**src/rtl/matrix_keypad_scanner_if.sv**
```systemverilog
// Keypad matrix lines and decoded key events shared between the scanner and its consumers.
interface matrix_keypad_scanner_if;
   logic [3:0] col;
   logic [3:0] row;
   logic [3:0] key_code;
   logic       key_valid;
   logic       key_held;
   logic       key_release;

   modport master (
      input  col,
      output row, key_code, key_valid, key_held, key_release
   );

   modport slave (
      output col,
      input  row, key_code, key_valid, key_held, key_release
   );
endinterface

```
**src/rtl/matrix_keypad_scanner.sv**
```systemverilog
// 4x4 active-low keypad scanner: row strobing, whole-frame debounce and press/release events.
module matrix_keypad_scanner #(
   parameter int unsigned F_CLK         = 50000000,
   parameter int unsigned F_SCAN        = 1000,
   parameter int unsigned STABLE_FRAMES = 3
) (
   input  logic                           clk,
   input  logic                           rst_n,
   matrix_keypad_scanner_if.master        kp
);
   localparam int unsigned       T         = F_CLK / F_SCAN;
   localparam int unsigned       CNT_W     = (T > 1) ? $clog2(T) : 1;
   localparam logic [CNT_W-1:0]  TICK_LAST = CNT_W'(T - 1);
   localparam logic [3:0]        STABLE_N  = 4'(STABLE_FRAMES);

   typedef enum logic [1:0] {CLS_NONE, CLS_SINGLE, CLS_MULTI} cls_kind_e;
   typedef struct packed {
      cls_kind_e  kind;
      logic [3:0] key;
   } cls_t;
   typedef enum logic {ST_IDLE, ST_PRESSED} state_e;

   logic [CNT_W-1:0] cnt_q;
   logic [1:0]       row_idx_q, row_idx_d;
   logic [3:0]       row_q;
   logic [3:0]       col_s1_q, col_s2_q;
   logic [15:0]      snap_q;
   logic             frame_done_q;
   cls_t             prev_cls_q, frame_cls, stable_cls_q;
   logic [3:0]       stable_cnt_q, stable_cnt_d;
   logic             stable_q, stable_d;
   state_e           state_q;
   logic [3:0]       key_code_q;
   logic             key_valid_q, key_held_q, key_release_q;
   logic             tick;
   logic [4:0]       ones;
   logic [3:0]       single_key;

   assign tick      = (cnt_q == TICK_LAST);
   assign row_idx_d = row_idx_q + 2'd1;
   assign ones      = 5'($countones(snap_q));

   always_comb begin
      single_key = 4'd0;
      for (int i = 0; i < 16; i++) begin
         if (snap_q[i]) single_key = 4'(i);
      end
      frame_cls.kind = CLS_NONE;
      frame_cls.key  = 4'd0;
      if (ones == 5'd1) begin
         frame_cls.kind = CLS_SINGLE;
         frame_cls.key  = single_key;
      end else if (ones > 5'd1) begin
         frame_cls.kind = CLS_MULTI;
      end
   end

   // A class is announced only on the frame where its run length first hits the threshold.
   always_comb begin
      stable_cnt_d = 4'd1;
      stable_d     = (STABLE_N == 4'd1);
      if (frame_cls == prev_cls_q) begin
         stable_cnt_d = (stable_cnt_q >= STABLE_N) ? STABLE_N : stable_cnt_q + 4'd1;
         stable_d     = (stable_cnt_q < STABLE_N) && (stable_cnt_q + 4'd1 == STABLE_N);
      end
   end

   // Scan: tick counter, row strobe, column synchronizer, frame snapshot
   always_ff @(posedge clk or negedge rst_n) begin
      if (!rst_n) begin
         cnt_q        <= '0;
         row_idx_q    <= 2'd0;
         row_q        <= 4'b1110;
         col_s1_q     <= 4'b1111;
         col_s2_q     <= 4'b1111;
         snap_q       <= 16'd0;
         frame_done_q <= 1'b0;
      end else begin
         col_s1_q     <= kp.col;
         col_s2_q     <= col_s1_q;
         frame_done_q <= tick && (row_idx_q == 2'd3);
         if (tick) begin
            cnt_q                       <= '0;
            snap_q[{row_idx_q, 2'b00} +: 4] <= ~col_s2_q;
            row_idx_q                   <= row_idx_d;
            row_q                       <= ~(4'b0001 << row_idx_d);
         end else begin
            cnt_q <= cnt_q + CNT_W'(1);
         end
      end
   end

   // Debounce: one clock after the frame completes
   always_ff @(posedge clk or negedge rst_n) begin
      if (!rst_n) begin
         prev_cls_q.kind   <= CLS_NONE;
         prev_cls_q.key    <= 4'd0;
         stable_cls_q.kind <= CLS_NONE;
         stable_cls_q.key  <= 4'd0;
         stable_cnt_q      <= 4'd0;
         stable_q          <= 1'b0;
      end else begin
         stable_q <= 1'b0;
         if (frame_done_q) begin
            prev_cls_q   <= frame_cls;
            stable_cnt_q <= stable_cnt_d;
            stable_q     <= stable_d;
            stable_cls_q <= frame_cls;
         end
      end
   end

   // Key FSM: acts on the stable pulse, two clocks after the row-3 sample
   always_ff @(posedge clk or negedge rst_n) begin
      if (!rst_n) begin
         state_q       <= ST_IDLE;
         key_code_q    <= 4'd0;
         key_valid_q   <= 1'b0;
         key_held_q    <= 1'b0;
         key_release_q <= 1'b0;
      end else begin
         key_valid_q   <= 1'b0;
         key_release_q <= 1'b0;
         if (stable_q) begin
            case (state_q)
               ST_IDLE: begin
                  if (stable_cls_q.kind == CLS_SINGLE) begin
                     state_q     <= ST_PRESSED;
                     key_code_q  <= stable_cls_q.key;
                     key_held_q  <= 1'b1;
                     key_valid_q <= 1'b1;
                  end
               end
               ST_PRESSED: begin
                  if (stable_cls_q.kind == CLS_NONE) begin
                     state_q       <= ST_IDLE;
                     key_held_q    <= 1'b0;
                     key_release_q <= 1'b1;
                  end
               end
               default: state_q <= ST_IDLE;
            endcase
         end
      end
   end

   assign kp.row         = row_q;
   assign kp.key_code    = key_code_q;
   assign kp.key_valid   = key_valid_q;
   assign kp.key_held    = key_held_q;
   assign kp.key_release = key_release_q;
endmodule

```
**src/flat_wrapper.sv**
```systemverilog
// flat-port wrapper written by rule: the top's interface ports become plain ports
module matrix_keypad_scanner_flat 
#(
   parameter int unsigned F_CLK         = 50000000,
   parameter int unsigned F_SCAN        = 1000,
   parameter int unsigned STABLE_FRAMES = 3
)
  (clk, rst_n, kp_col, kp_row, kp_key_code, kp_key_valid, kp_key_held, kp_key_release);
  matrix_keypad_scanner_if kp_i ();
  input  logic clk;
  input  logic rst_n;
  input wire logic [$bits(kp_i.col)-1:0] kp_col;
  output wire logic [$bits(kp_i.row)-1:0] kp_row;
  output wire logic [$bits(kp_i.key_code)-1:0] kp_key_code;
  output wire logic [$bits(kp_i.key_valid)-1:0] kp_key_valid;
  output wire logic [$bits(kp_i.key_held)-1:0] kp_key_held;
  output wire logic [$bits(kp_i.key_release)-1:0] kp_key_release;
  assign kp_i.col = kp_col;
  assign kp_row = kp_i.row;
  assign kp_key_code = kp_i.key_code;
  assign kp_key_valid = kp_i.key_valid;
  assign kp_key_held = kp_i.key_held;
  assign kp_key_release = kp_i.key_release;
  matrix_keypad_scanner #(.F_CLK(F_CLK), .F_SCAN(F_SCAN), .STABLE_FRAMES(STABLE_FRAMES)) u_core (.clk(clk), .rst_n(rst_n), .kp(kp_i));
endmodule
```
**config.mk**
```make
export PLATFORM = sky130hd
export DESIGN_NAME = matrix_keypad_scanner_flat
export DESIGN_NICKNAME = d
export VERILOG_FILES = /design/src/rtl/matrix_keypad_scanner_if.sv /design/src/rtl/matrix_keypad_scanner.sv /design/src/flat_wrapper.sv
export SDC_FILE = /design/constraint.sdc
export NUM_CORES = 1
export LEC_CHECK = 0
export CAP_MARGIN = 10
export CORE_MARGIN = 4
export CORE_UTILIZATION = 54
export DETAILED_ROUTE_END_ITERATION = 10
export HOLD_SLACK_MARGIN = 0.08
export PLACE_DENSITY = 0.75
export REMOVE_ABC_BUFFERS = 1
export SYNTH_ARGS = -nofsm -noshare
export SYNTH_HDL_FRONTEND = slang
export SYNTH_SLANG_ARGS = --single-unit
```
**constraint.sdc**
```tcl
create_clock -name clk -period 5.77 [get_ports clk]
set_clock_uncertainty 0.15 [all_clocks]
set_input_delay 1.4425 -clock clk [delete_from_list [all_inputs] [get_ports clk]]
set_output_delay 1.4425 -clock clk [all_outputs]
set_load 0.02 [all_outputs]
```
* Word level (Yosys, flattened, before mapping)
Index checks and enable logic that the tools add are counted.
Operators by class: reductions and logical operators 5, shift-type cells 3, magnitude comparators 3, multiplexer cells 35, $add $sub $neg 19, bitwise operators 3, equal/unequal tests 8
Operators with widths (number):
- 2-to-1 mux 4 bit | 17
- adder 5 bit | 7
- adder 1 x 1 -> 2 bit | 8
- adder 16 x 1 -> 16 bit (second input constant) | 1
- bitwise mux 16 bit | 1
- equality test 16 bit (second input constant) | 1
- 2-to-1 mux 16 bit | 1
- variable shift 4 x 6 -> 16 bit (first input constant) | 1
- variable part select 4 x 6 -> 16 bit | 1
- 2-to-1 mux 1 bit | 12
- inverter 4 bit | 2
- equality test 6 bit | 1
- negator 4 -> 6 bit | 1
- AND reduction 3 bit | 2
- equality test 5 x 1 -> 1 bit (second input constant) | 1
- greater-than comparator 5 x 1 -> 1 bit (second input constant) | 1
- adder 4 x 1 -> 4 bit (second input constant) | 1
- equality test 4 x 2 -> 1 bit (second input constant) | 1
- >= comparator 4 x 2 -> 1 bit (second input constant) | 1
- < comparator 4 x 2 -> 1 bit (second input constant) | 1
- 2-to-1 mux 2 bit | 2
- one-hot mux 1 bit (2 select lines) | 2
- << shifter 1 x 2 -> 4 bit (first input constant) | 1
- adder 2 x 1 -> 2 bit (second input constant) | 1
- 7 further kinds | 8
Word-level totals: output and inout bits 11, register bits after elaboration 66, word-level logic and storage cells 92, bits of input ports 6

* Depth between registers and ports, before layout
Gate-level depths: netlist of the first run.
depth in word-level cells 19, mapped depth 19, gate-level depth less buffers 19

* Worst setup path before layout of the first run
Ideal clock, no wire load.
path type reg2reg, start point register u_core.snap_q[15], end point register u_core.stable_cnt_q[1], path slack 260 ps, arrival 5265 ps, cell stages (with the launch flop) 17, period minus slack after synthesis 5510 ps, setup time 95 ps, data required time 5525 ps, buffers on the path 0, cell sequence dfrtp_1 > ha_1 > fa_1 > inv_1 > fa_1 > fa_1 > fa_1 > inv_1 > ha_1 > inv_1 > fa_1 > or3b_1 > a211o_4 > nor2_1 > a21oi_1 > or4_4 > o32ai_2
On the way: cells in the longest elaborated chain, start to end 9, elaborated cells between the ends (all ways) 12, classes of those cells 4 x add/sub; 1 x order compare; 2 x eq/ne; 5 x mux
RTL lines:
- start: declaration | RTL line matrix_keypad_scanner.sv:27 | logic [15:0] snap_q;
- start signal: indexed assignment | RTL line matrix_keypad_scanner.sv:84 | snap_q[{row_idx_q, 2'b00} +: 4] <= ~col_s2_q;
- adder 1 x 1 -> 2 bit (not written as such) | RTL line matrix_keypad_scanner.sv:41 | assign ones = 5'($countones(snap_q));
- adder 5 bit (not written as such) (3 in a row) | RTL line matrix_keypad_scanner.sv:41
- greater-than comparator 5 x 1 -> 1 bit | RTL line matrix_keypad_scanner.sv:53 | end else if (ones > 5'd1) begin
- 2-to-1 mux 2 bit | RTL line matrix_keypad_scanner.sv:53
- 2-to-1 mux 2 bit | RTL line matrix_keypad_scanner.sv:50 | if (ones == 5'd1) begin
- equality test 6 bit * | RTL line matrix_keypad_scanner.sv:62 | if (frame_cls == prev_cls_q) begin
- 2-to-1 mux 4 bit * | RTL line matrix_keypad_scanner.sv:62
- end signal: assignment | RTL line matrix_keypad_scanner.sv:106 | stable_cnt_q <= stable_cnt_d;
- end: declaration | RTL line matrix_keypad_scanner.sv:30 | logic [3:0] stable_cnt_q, stable_cnt_d;
Mark *: on every way between the ends. The rest lies on a longest branch, timed or not. A chain may end at the register's enable or synchronous reset.

* Final worst setup path of the first run
start point register u_core.snap_q[8], end point register u_core.stable_cnt_q[1]
On the way: cells in the longest elaborated chain, start to end 11, elaborated cells between the ends (all ways) 19, classes of those cells 4 x add/sub; 1 x order compare; 2 x eq/ne; 12 x mux
RTL lines (RTL line):
- branches (longest 9 deep; another with adder 5 bit)
- equality test 6 bit * | matrix_keypad_scanner.sv:62
- 2-to-1 mux 4 bit * | matrix_keypad_scanner.sv:62
Every way passes the cells marked *.

==> flow_metrics.tcl, run 1 <==
set metrics [dict create \
    max_slew_margin 0.4877 \
    crit_arrival_ns 5.63 \
    via_count 2432 \
    mostFrequentLayoutCells "dfrtp_1, inv_1, nand2_1, ha_1, o31ai_1" \
    fin_area_um2 4030 \
    leakage_nw 1.809 \
    cts_tree "built" \
    seq_area_um2 1669 \
    drtAntennaViolNets 0 \
    timing.max_cap.violations 0 \
    synth_edf_count 0 \
    drive_above_1_share 0.1555 \
    rows 29 \
    cts_hold_buf 0 \
    n_antenna_cell 0 \
    grt_pass1_vias 2545 \
    cts.clk_slew.worst_paths_ns 0.07 \
    postSynth.asyncResetShare 1.000 \
    cts.sinks 66 \
    vias_per_cell 5.404 \
    gp_congestion 0.8460 \
    cp_max_fo 6 \
    power_density_nw_per_um2 200.4 \
    ios 17 \
    wl_mm 6.497 \
    drtIter0Drc 49 \
    slew_viol_final 0 \
    rsz0062_at_grt "false" \
    yosysWarnings 0 \
    cts_root_buf "clkbuf_8" \
    grt_first_pass_wirelength_mm 11.56 \
    drc_errors 0 \
    syn_inst 333 \
    grt_antenna_before_repair 0 \
    cts_buffers 9 \
    status "completed" \
    synth_top_area_share 0.3905 \
    wire_per_inst_um 14.44 \
    ir_drop_mv 0.1619 \
    grt-ovfl-total 0 \
    critPathLaunchType "flip-flop" \
    synth_area_leaders "dfrtp_1, ha_1, dfstp_2" \
    min_period_over_period 0.9570 \
    crit_top_cell "inv_1" \
    synth_area_per_cell_um2 10.58 \
    total_power_uw 807.8 \
    place_area_um2 3814 \
    yosysTopAreaCell "dfrtp_1" \
    ys_seq_elements 66 \
    area_growth_pct 14.34 \
    crit_required_ns 5.88 \
    grt_max_degree 39 \
    yosysSeqAreaShare 0.4725 \
    path_cells "inv_1 > ha_1 > inv_1 > fa_1 > inv_1 > fa_1 > fa_2 > inv_2 > fa_1 > inv_1 > ha_2 > inv_1 > fa_2 > or3b_1 > a211o_4 > a311oi_4 > mux2i_1 > or4_4 > o32ai_2" \
    die_y_um 88.79 \
    crit_slowest_cell "or4_4" \
    die_x_um 88.79 \
    hp-class "reg2reg" \
    synthesis.area_um2 3525 \
    fmax_ghz 0.1811 \
    port_buffers 16 \
    tightest_slew_ns 0.7625 \
    coreArea_um2 6350 \
    fin_crit_ns 5.522 \
    max_stage_delay_ns 0.55 \
    end_kind "flip-flop" \
    final_common_cell "dfrtp_1" \
    cts_buffer_depth 2 \
    synth_cell_types 47 \
    criticalPathCategory "reg2reg" \
    drtPass1Iterations 4 \
    synth_ff_type "dfrtp_1" \
    grt.total_usage 0.1925 \
    multiInputGateArea_um2 1695 \
    finalSetupTns_ns 0 \
    hpwlAfterDp_mm 4.813 \
    htreeDepth 3 \
    setup_viol 0 \
    die-area_um2 7884 \
    clk_latency_ns 0.34 \
    final-hold-violation-count 0 \
    fillers 505 \
    final_net_count 409 \
    holdWs_ns 0.2063 \
    initial_core_util 0.5551 \
]
-- final cells by class --
class,instances,share of cell area
clock buffers,11,0.03260
multi-input cells,220,0.4207
inverters,43,0.04005
well taps,77,0.02391
flip-flops and latches,66,0.4142
repair buffers,28,0.06085
clock inverters,5,0.007762
-- power breakdown --
part	internal, mW	switching, mW
clock network	0.154	0.172
logic	0.00301	0.00876
registers	0.468	0.00233
-- metrics by stage --
step | setup WS (ns) | util | cells
2_1_floorplan | 0.2596 | - | 329
3_3_place_gp | 0.1695 | 0.6006 | 429
3_5_place_dp | 0.001378 | 0.6006 | 429
4_1_cts | 0.004951 | 0.6274 | 446
5_1_grt | 0.003139 | 0.6347 | 450
6_report | 0.2484 | 0.6347 | 450
-- logic make-up (layout without fill, tap and decap cells) --
group | count (synthesis) | count (layout) | share of synthesized area
AOI/OAI and AO/OA | 55 | 55 | 0.1172
xor gates and xnor gates | 13 | 13 | 0.03230
adders and majority gates | 35 | 35 | 0.1477
buffers and inverters | 47 | 87 | 0.05005
DFF | 66 | 66 | 0.4725
muxes | 7 | 7 | 0.02201
and+or+nand+nor | 110 | 110 | 0.1583
-- sequential cells by signal, summed over array words and instances, names as in the netlist, 2 cells and up, named ones only --
| signal | count |
|---|---|
| u_core.row_idx_q | 2 |
| u_core.stable_cnt_q | 4 |
| u_core.col_s1_q | 4 |
| u_core.kp.row | 4 |
| u_core.snap_q | 16 |
| u_core.cnt_q | 16 |
| u_core.col_s2_q | 4 |
| u_core.kp.key_code | 4 |
| u_core.prev_cls_q | 6 |
-- what timing repair did --
action                                  in CTS  in global routing
pin swaps                                    0                  7
setup buffers                                1                  4
endpoints found under the setup margin       1                  3
resized for setup                            0                  8
gates cloned                                 0                  0
-- synth_stat cells (all sizes together), types with 2 or more instances --
library cell / number
o22a: 2
nand2b: 4
nand3: 11
nor2b: 3
nor3b: 4
nor4b: 2
or3: 3
o31ai: 16
fa: 11
and3: 5
nor4: 5
nor2: 14
inv: 43
a21oi: 5
xor2: 6
mux2: 6
nand2: 37
ha: 24
o21ai: 13
and2: 3
nand3b: 2
a31oi: 2
nor3: 10
clkbuf: 4
o211ai: 4
dfrtp: 55
xnor2: 7
a211oi: 2
or4: 4
dfstp: 11
-- worst paths after layout --
path	slack [ns]	start	cells after the start	end
setup / recovery	0.25	u_core.snap_q[8]$_DFFE_PN0P_	19	u_core.stable_cnt_q[1]$_DFFE_PN0P_
hold / removal	0.21	u_core.col_s1_q[2]$_DFF_PN1_	0	u_core.col_s2_q[2]$_DFF_PN1_
setup reg to reg	0.25	u_core.snap_q[8]$_DFFE_PN0P_	19	u_core.stable_cnt_q[1]$_DFFE_PN0P_
min in group asynchronous	0.97	rst_n	1	u_core.prev_cls_q[1]$_DFFE_PN0P_
hold reg to reg	0.21	u_core.col_s1_q[2]$_DFF_PN1_	0	u_core.col_s2_q[2]$_DFF_PN1_
max in group asynchronous	3.57	rst_n	2	u_core.kp.row[1]$_DFFE_PN1N_
-- critical path, delay by kind of cell, from the launching register on --
family / cells / cell delay (ns)
buffers and inverters: 6 / 0.36
and+or+nand+nor: 2 / 0.94
muxes: 1 / 0.11
adders and majority gates: 7 / 2.59
DFF: 1 / 0.41
AOI/OAI and AO/OA: 3 / 0.87
-- layer usage --
layer  up-vias  GRT usage  share of wire
met5         -          0              0
met2        35     0.3104           0.48
met4         0    0.06868          0.016
li1       1211          -              -
met3        10    0.06145          0.039
met1      1176     0.2441           0.46
(Power assumes the default switching activity.)
==> run 2, diff against run 1 <==
Settings changed: CORE_UTILIZATION 54 to 45, PLACE_DENSITY 0.75 to unset.
==> flow_metrics.tcl, run 2 (synthesis results as in run 1) <==
set metrics [dict create \
    status "completed" \
    crit_arrival_ns 5.65 \
    p_sw_uw 192.8 \
    grt_first_pass_wirelength_mm 11.57 \
    htreeDepth 3 \
    combinationalPowerShare 0.013 \
    internal-power_uw 713.0 \
    drc_errors 0 \
    coreArea_um2 7687 \
    drive_above_1_share 0.1509 \
    drtIter0Drc 121 \
    swShare 0.2128 \
    power_density_nw_per_um2 220.8 \
    initial_core_util 0.4585 \
    min_period_over_period 0.9606 \
    power_frac_seq 0.519 \
    timing.max_cap.violations 0 \
    fin_crit_ns 5.543 \
    slew_viol_final 0 \
    largestRegisters "u_core.cnt_q x16, u_core.snap_q x16, u_core.prev_cls_q x6" \
    reg2reg_to "u_core.stable_cnt_q[1]$_DFFE_PN0P_" \
    fillers 731 \
    ios 17 \
    rsz0062_at_grt "false" \
    multiInputGateArea_um2 1698 \
    grt-ovfl-total 0 \
    power_frac_clock 0.468 \
    setup_viol 0 \
    end_kind "flip-flop" \
    finalSetupTns_ns 0 \
    dp.cells 455 \
    grt.total_usage 0.1623 \
    rows 32 \
    max_slew_margin 0.5162 \
    criticalPathCategory "reg2reg" \
    drtAntennaViolNets 0 \
    cts_buffers 9 \
    final_common_cell "dfrtp_1" \
    cts_root_buf "clkbuf_8" \
    n_antenna_cell 0 \
    min_to "u_core.col_s2_q[1]$_DFF_PN1_" \
    ff2ff_path_depth 19 \
    hpwlAfterDp_mm 4.954 \
    fmax_ghz 0.1804 \
    final-hold-violation-count 0 \
    cts_tree "built" \
    leakage_nw 1.818 \
    hp-class "reg2reg" \
    rr_startpoint "u_core.snap_q[4]$_DFFE_PN0P_" \
    whs_path_depth 0 \
    seq_area_um2 1669 \
    critPathLaunchType "flip-flop" \
    min_from "u_core.col_s1_q[1]$_DFF_PN1_" \
    post_layout_nonfiller_instances 473 \
    gp_congestion 0.7906 \
    wire_per_inst_um 13.80 \
    cts_hold_buf 0 \
    die_y_um 96.50 \
    wl_mm 6.527 \
    ir_drop_mv 0.1673 \
    tightest_slew_ns 0.7202 \
    area_growth_pct 16.40 \
    grt_max_degree 43 \
    grt_pass1_vias 2533 \
    die-area_um2 9312 \
    drtPass1Iterations 4 \
    port_buffers 16 \
    cts_buffer_depth 2 \
    clk_latency_ns 0.34 \
    via_count 2419 \
    regToRegSetupSlack_ns 0.23 \
    grt_antenna_before_repair 0 \
    final_net_count 407 \
    cts.sinks 66 \
    cts.clk_slew.worst_paths_ns 0.08 \
    cp_max_fo 6 \
    die_x_um 96.50 \
    mostFrequentLayoutCells "dfrtp_1, inv_1, nand2_1, ha_1, o31ai_1" \
    vias_per_cell 5.114 \
    crit_required_ns 5.87 \
]
[run 2: cell count changes in the layout (fill, tap and decap cells not counted), moves of 2 or more]
cell,before,now
buf_4,12,10
bufinv_16,0,2
clkbuf_1,2,0
clkinv_2,3,1
[run 2: metrics by stage]
| step | setup WS [ns] | hold slack, ns | util | instance area, um2 | total power [mW] |
|---|---|---|---|---|---|
| 4_1_cts | 0.04742 | 0.2079 | 0.5293 | 4069 | 0.9199 |
| 3_3_place_gp | 0.1724 | 0.1954 | 0.5011 | 3852 | 0.4919 |
| 5_1_grt | 0.008606 | 0.2113 | 0.5337 | 4103 | 0.9421 |
| 6_report | 0.2274 | 0.2063 | 0.5337 | 4103 | 0.9058 |
| 3_5_place_dp | 0.04667 | 0.1969 | 0.5011 | 3852 | 0.4919 |
| 2_1_floorplan | 0.2596 | 0.1952 | - | 3510 | 0.4778 |
[run 2: how the worst max path moves through the flow]
| stage | slack (ns) | end | from | cells past startpoint |
|---|---|---|---|---|
| floorplan | 0.26 | u_core.stable_cnt_q[1]$_DFFE_PN0P_ | u_core.snap_q[15]$_DFFE_PN0P_ | 16 |
| detailed placement | 0.05 | u_core.stable_cnt_q[1]$_DFFE_PN0P_ | u_core.snap_q[8]$_DFFE_PN0P_ | 19 |
| global route | 0.009 | u_core.stable_cnt_q[1]$_DFFE_PN0P_ | u_core.snap_q[4]$_DFFE_PN0P_ | 19 |
| CTS | 0.05 | u_core.stable_cnt_q[1]$_DFFE_PN0P_ | u_core.snap_q[8]$_DFFE_PN0P_ | 19 |
| global placement | 0.17 | u_core.stable_cnt_q[1]$_DFFE_PN0P_ | u_core.snap_q[8]$_DFFE_PN0P_ | 19 |
| finish | 0.23 | u_core.stable_cnt_q[1]$_DFFE_PN0P_ | u_core.snap_q[4]$_DFFE_PN0P_ | 19 |
[run 2: critical path: stages, from the launching register on]
cell	delay [ns]
dfrtp_1	0.43
inv_1	0.09
ha_1	0.28
inv_1	0.05
fa_1	0.49
inv_1	0.05
fa_1	0.37
inv_1	0.08
fa_1	0.44
fa_1	0.48
inv_2	0.08
ha_4	0.15
inv_1	0.05
fa_2	0.33
or3b_1	0.40
a211o_4	0.37
a311oi_4	0.25
mux2i_1	0.12
or4_4	0.54
o32ai_2	0.26
[run 2: repair_timing]
action | 4_1_cts | 5_1_grt
endpoints found under the setup margin | 0 | 3
setup buffers | 0 | 2
gates resized for setup | 0 | 8
[run 2: layout make-up]
type / instances / area share
repair buffers: 26 / 0.05611
clock buffers: 9 / 0.03019
multi-input cells: 220 / 0.4138
inverters: 43 / 0.03934
clock inverters: 7 / 0.02257
well taps: 102 / 0.03111
flip-flops and latches: 66 / 0.4068
[run 2: power by group through the flow]
stage	Sequential, mW	Combinational, mW	Clock, mW
floorplan	0.478	0.00000467	0
global placement	0.479	0.0131	0
detailed placement	0.479	0.0130	0
CTS	0.470	0.0130	0.437
global route	0.470	0.0143	0.457
finish	0.470	0.0120	0.424
[run 2: routing by layer]
layer  vias to the layer above  track usage  routed length (um)  share of wire
met2                        26       0.2695                3089           0.47
met4                         0      0.05607                  87          0.013
li1                       1215            -                   -              -
met3                         9      0.03950                 198          0.030
met5                         -            0                   0              0
met1                      1169       0.2073                3151           0.48
==> run 3, diff against run 2 <==
Settings changed: ABC_AREA set to 1, ABC_CLOCK_PERIOD_IN_PS set to 6700.
Clock period 5.77 ns to 6.7 ns, I/O delays scaled along.
==> flow_metrics.tcl, run 3 <==
set metrics [dict create \
    hp-class "reg2reg" \
    timing.max_cap.violations 0 \
    cts.clk_slew.worst_paths_ns 0.07 \
    ys_seq_elements 66 \
    drc_errors 0 \
    synth_edf_count 0 \
    synth_top_area_share 0.3879 \
    drtPass1Iterations 5 \
    end_kind "flip-flop" \
    htreeDepth 3 \
    fillers 724 \
    grt-ovfl-total 0 \
    finalSetupTns_ns 0 \
    postSynth.asyncResetShare 1.000 \
    drtAntennaViolNets 0 \
    cts_hold_buf 0 \
    vias_per_cell 4.797 \
    post_cts_resized 0 \
    power_frac_clock 0.492 \
    synth_common_cells "inv_1, nand2_1, dfrtp_1" \
    rr_startpoint "u_core.snap_q[14]$_DFFE_PN0P_" \
    ios 17 \
    die-area_um2 9370 \
    drtIter0Drc 108 \
    crit_required_ns 6.78 \
    cts.sinks 66 \
    synth_cell_types 36 \
    grt_pass1_vias 2597 \
    wire_per_inst_um 12.00 \
    multiInputGateArea_um2 1546 \
    yosysTopAreaCell "dfrtp_1" \
    n_antenna_cell 0 \
    internal-power_uw 652.5 \
    status "completed" \
    tightest_slew_ns 0.8268 \
    setup_viol 0 \
    cts_buffers 9 \
    coreArea_um2 7687 \
    rsz0062_at_grt "false" \
    cts_buffer_depth 2 \
    min_period_over_period 0.7258 \
    power_frac_seq 0.495 \
    max_slew_margin 0.4488 \
    area_growth_pct 14.42 \
    slew_viol_final 0 \
    seq_area_um2 1665 \
    critPathLaunch "u_core.snap_q[14]$_DFFE_PN0P_" \
    total_power_uw 814.8 \
    yosysWarnings 0 \
    initial_core_util 0.4616 \
    grt_first_pass_wirelength_mm 11.64 \
    hpwlAfterDp_mm 4.718 \
    largestRegisters "u_core.cnt_q x16, u_core.snap_q x16, u_core.prev_cls_q x6" \
    final_common_cell "inv_1" \
    wl_mm 6.336 \
    grt.total_usage 0.1495 \
    post-cts-setup-buffers 0 \
    swShare 0.1992 \
    via_count 2533 \
    mostFrequentLayoutCells "inv_1, nand2_1, dfrtp_1, nor2_1, o21ai_0" \
    p_sw_uw 162.3 \
    die_y_um 96.80 \
    final-hold-violation-count 0 \
    clk_latency_ns 0.34 \
    gp_congestion 0.8076 \
    leakage_nw 1.981 \
    fmax_ghz 0.2057 \
    yosysMostFrequentCell "inv_1" \
    synth_ff_type "dfrtp_1" \
    cts_tree "built" \
    fin_util 0.5282 \
    power_density_nw_per_um2 200.7 \
    die_x_um 96.80 \
    min_from "u_core.col_s1_q[1]$_DFF_PN1_" \
    synthesis.area_um2 3548 \
    criticalPathCategory "reg2reg" \
    synth_area_per_cell_um2 8.961 \
    combinationalPowerShare 0.013 \
    crit_arrival_ns 4.95 \
    grt_antenna_before_repair 0 \
    syn_inst 396 \
    final_net_count 462 \
    cp_max_fo 4 \
    regToRegSetupSlack_ns 1.84 \
    port_buffers 16 \
    fin_crit_ns 4.863 \
    critPathLaunchType "flip-flop" \
    yosysSeqAreaShare 0.4693 \
    grt_max_degree 67 \
    synth_area_leaders "dfrtp_1, ha_1, inv_1" \
    drive_above_1_share 0.1127 \
    ir_drop_mv 0.1090 \
    rows 32 \
    cts_root_buf "clkbuf_8" \
]
==> run 3: cell type report <==
type	count	area share
clock inverter	5	0.02527
sequential	66	0.4102
timing repair buffer	17	0.04006
clock buffer	11	0.03236
inverter	86	0.07982
tap	102	0.03143
multi-input combinational	241	0.3809
==> run 3: logic make-up after synthesis <==
logic type / count (synthesis) / synth area share
AO/OA/AOI/OAI: 54 / 0.08639
XOR/XNOR: 6 / 0.01481
adder cells (fa/ha/maj): 35 / 0.1467
buffers and inverters: 89 / 0.09485
flip-flops: 66 / 0.4693
AND/OR/NAND/NOR: 146 / 0.1879
==> run 3: per-layer routing <==
layer	track usage	vias to the layer above	share of wire
met2	0.2473	35	0.48
met4	0.06156	0	0.019
met5	0	-	0
met3	0.02451	13	0.028
li1	-	1295	-
met1	0.1950	1190	0.47
==> run 3: power groups by stage <==
stage                     sequential (mW)  clock, mW  combinational, mW
after global placement              0.411          0             0.0113
after detailed placement            0.411          0             0.0114
after global routing                0.404      0.429             0.0126
final                               0.404      0.401             0.0105
after floorplan                     0.411          0           0.000194
after CTS                           0.404      0.410             0.0114
==> run 3: final timing paths <==
path,endpoint,cells past startpoint
worst max-delay path,u_core.stable_cnt_q[0]$_DFFE_PN0P_,24
worst min-delay path,u_core.col_s2_q[1]$_DFF_PN1_,0
worst max register to register,u_core.stable_cnt_q[0]$_DFFE_PN0P_,24
worst min register to register,u_core.col_s2_q[1]$_DFF_PN1_,0
max in group asynchronous,u_core.snap_q[1]$_DFFE_PN0P_,2
min in group asynchronous,u_core.kp.key_valid$_DFF_PN0_,2
==> run 3: metrics by stage <==
step / worst slack (ns) / hold slack [ns] / std cells / instance area [um2]
after detailed placement: 1.783 / 0.1972 / 512 / 3826
final: 1.837 / 0.2067 / 528 / 4060
after floorplan: 2.050 / 0.1952 / 393 / 3536
after global placement: 1.911 / 0.1959 / 512 / 3826
after global routing: 1.464 / 0.2099 / 528 / 4060
after CTS: 1.781 / 0.2077 / 528 / 4060
==> run 3: worst max-delay path, cell delays in order, from the launching register on <==
cell and delay (ns):
dfrtp_1 0.40, ha_1 0.30, inv_1 0.06, fa_1 0.52
inv_1 0.06, fa_1 0.39, inv_1 0.08, fa_1 0.44
fa_1 0.49, inv_1 0.07, ha_1 0.13, inv_1 0.06
fa_1 0.48, inv_1 0.07, nor4_4 0.21, nand2_2 0.12
inv_2 0.10, nand2_2 0.06, xor2_1 0.14, inv_1 0.05
nand3_1 0.07, nor2_2 0.12, nand4_1 0.11, nand2_1 0.07
inv_1 0.03
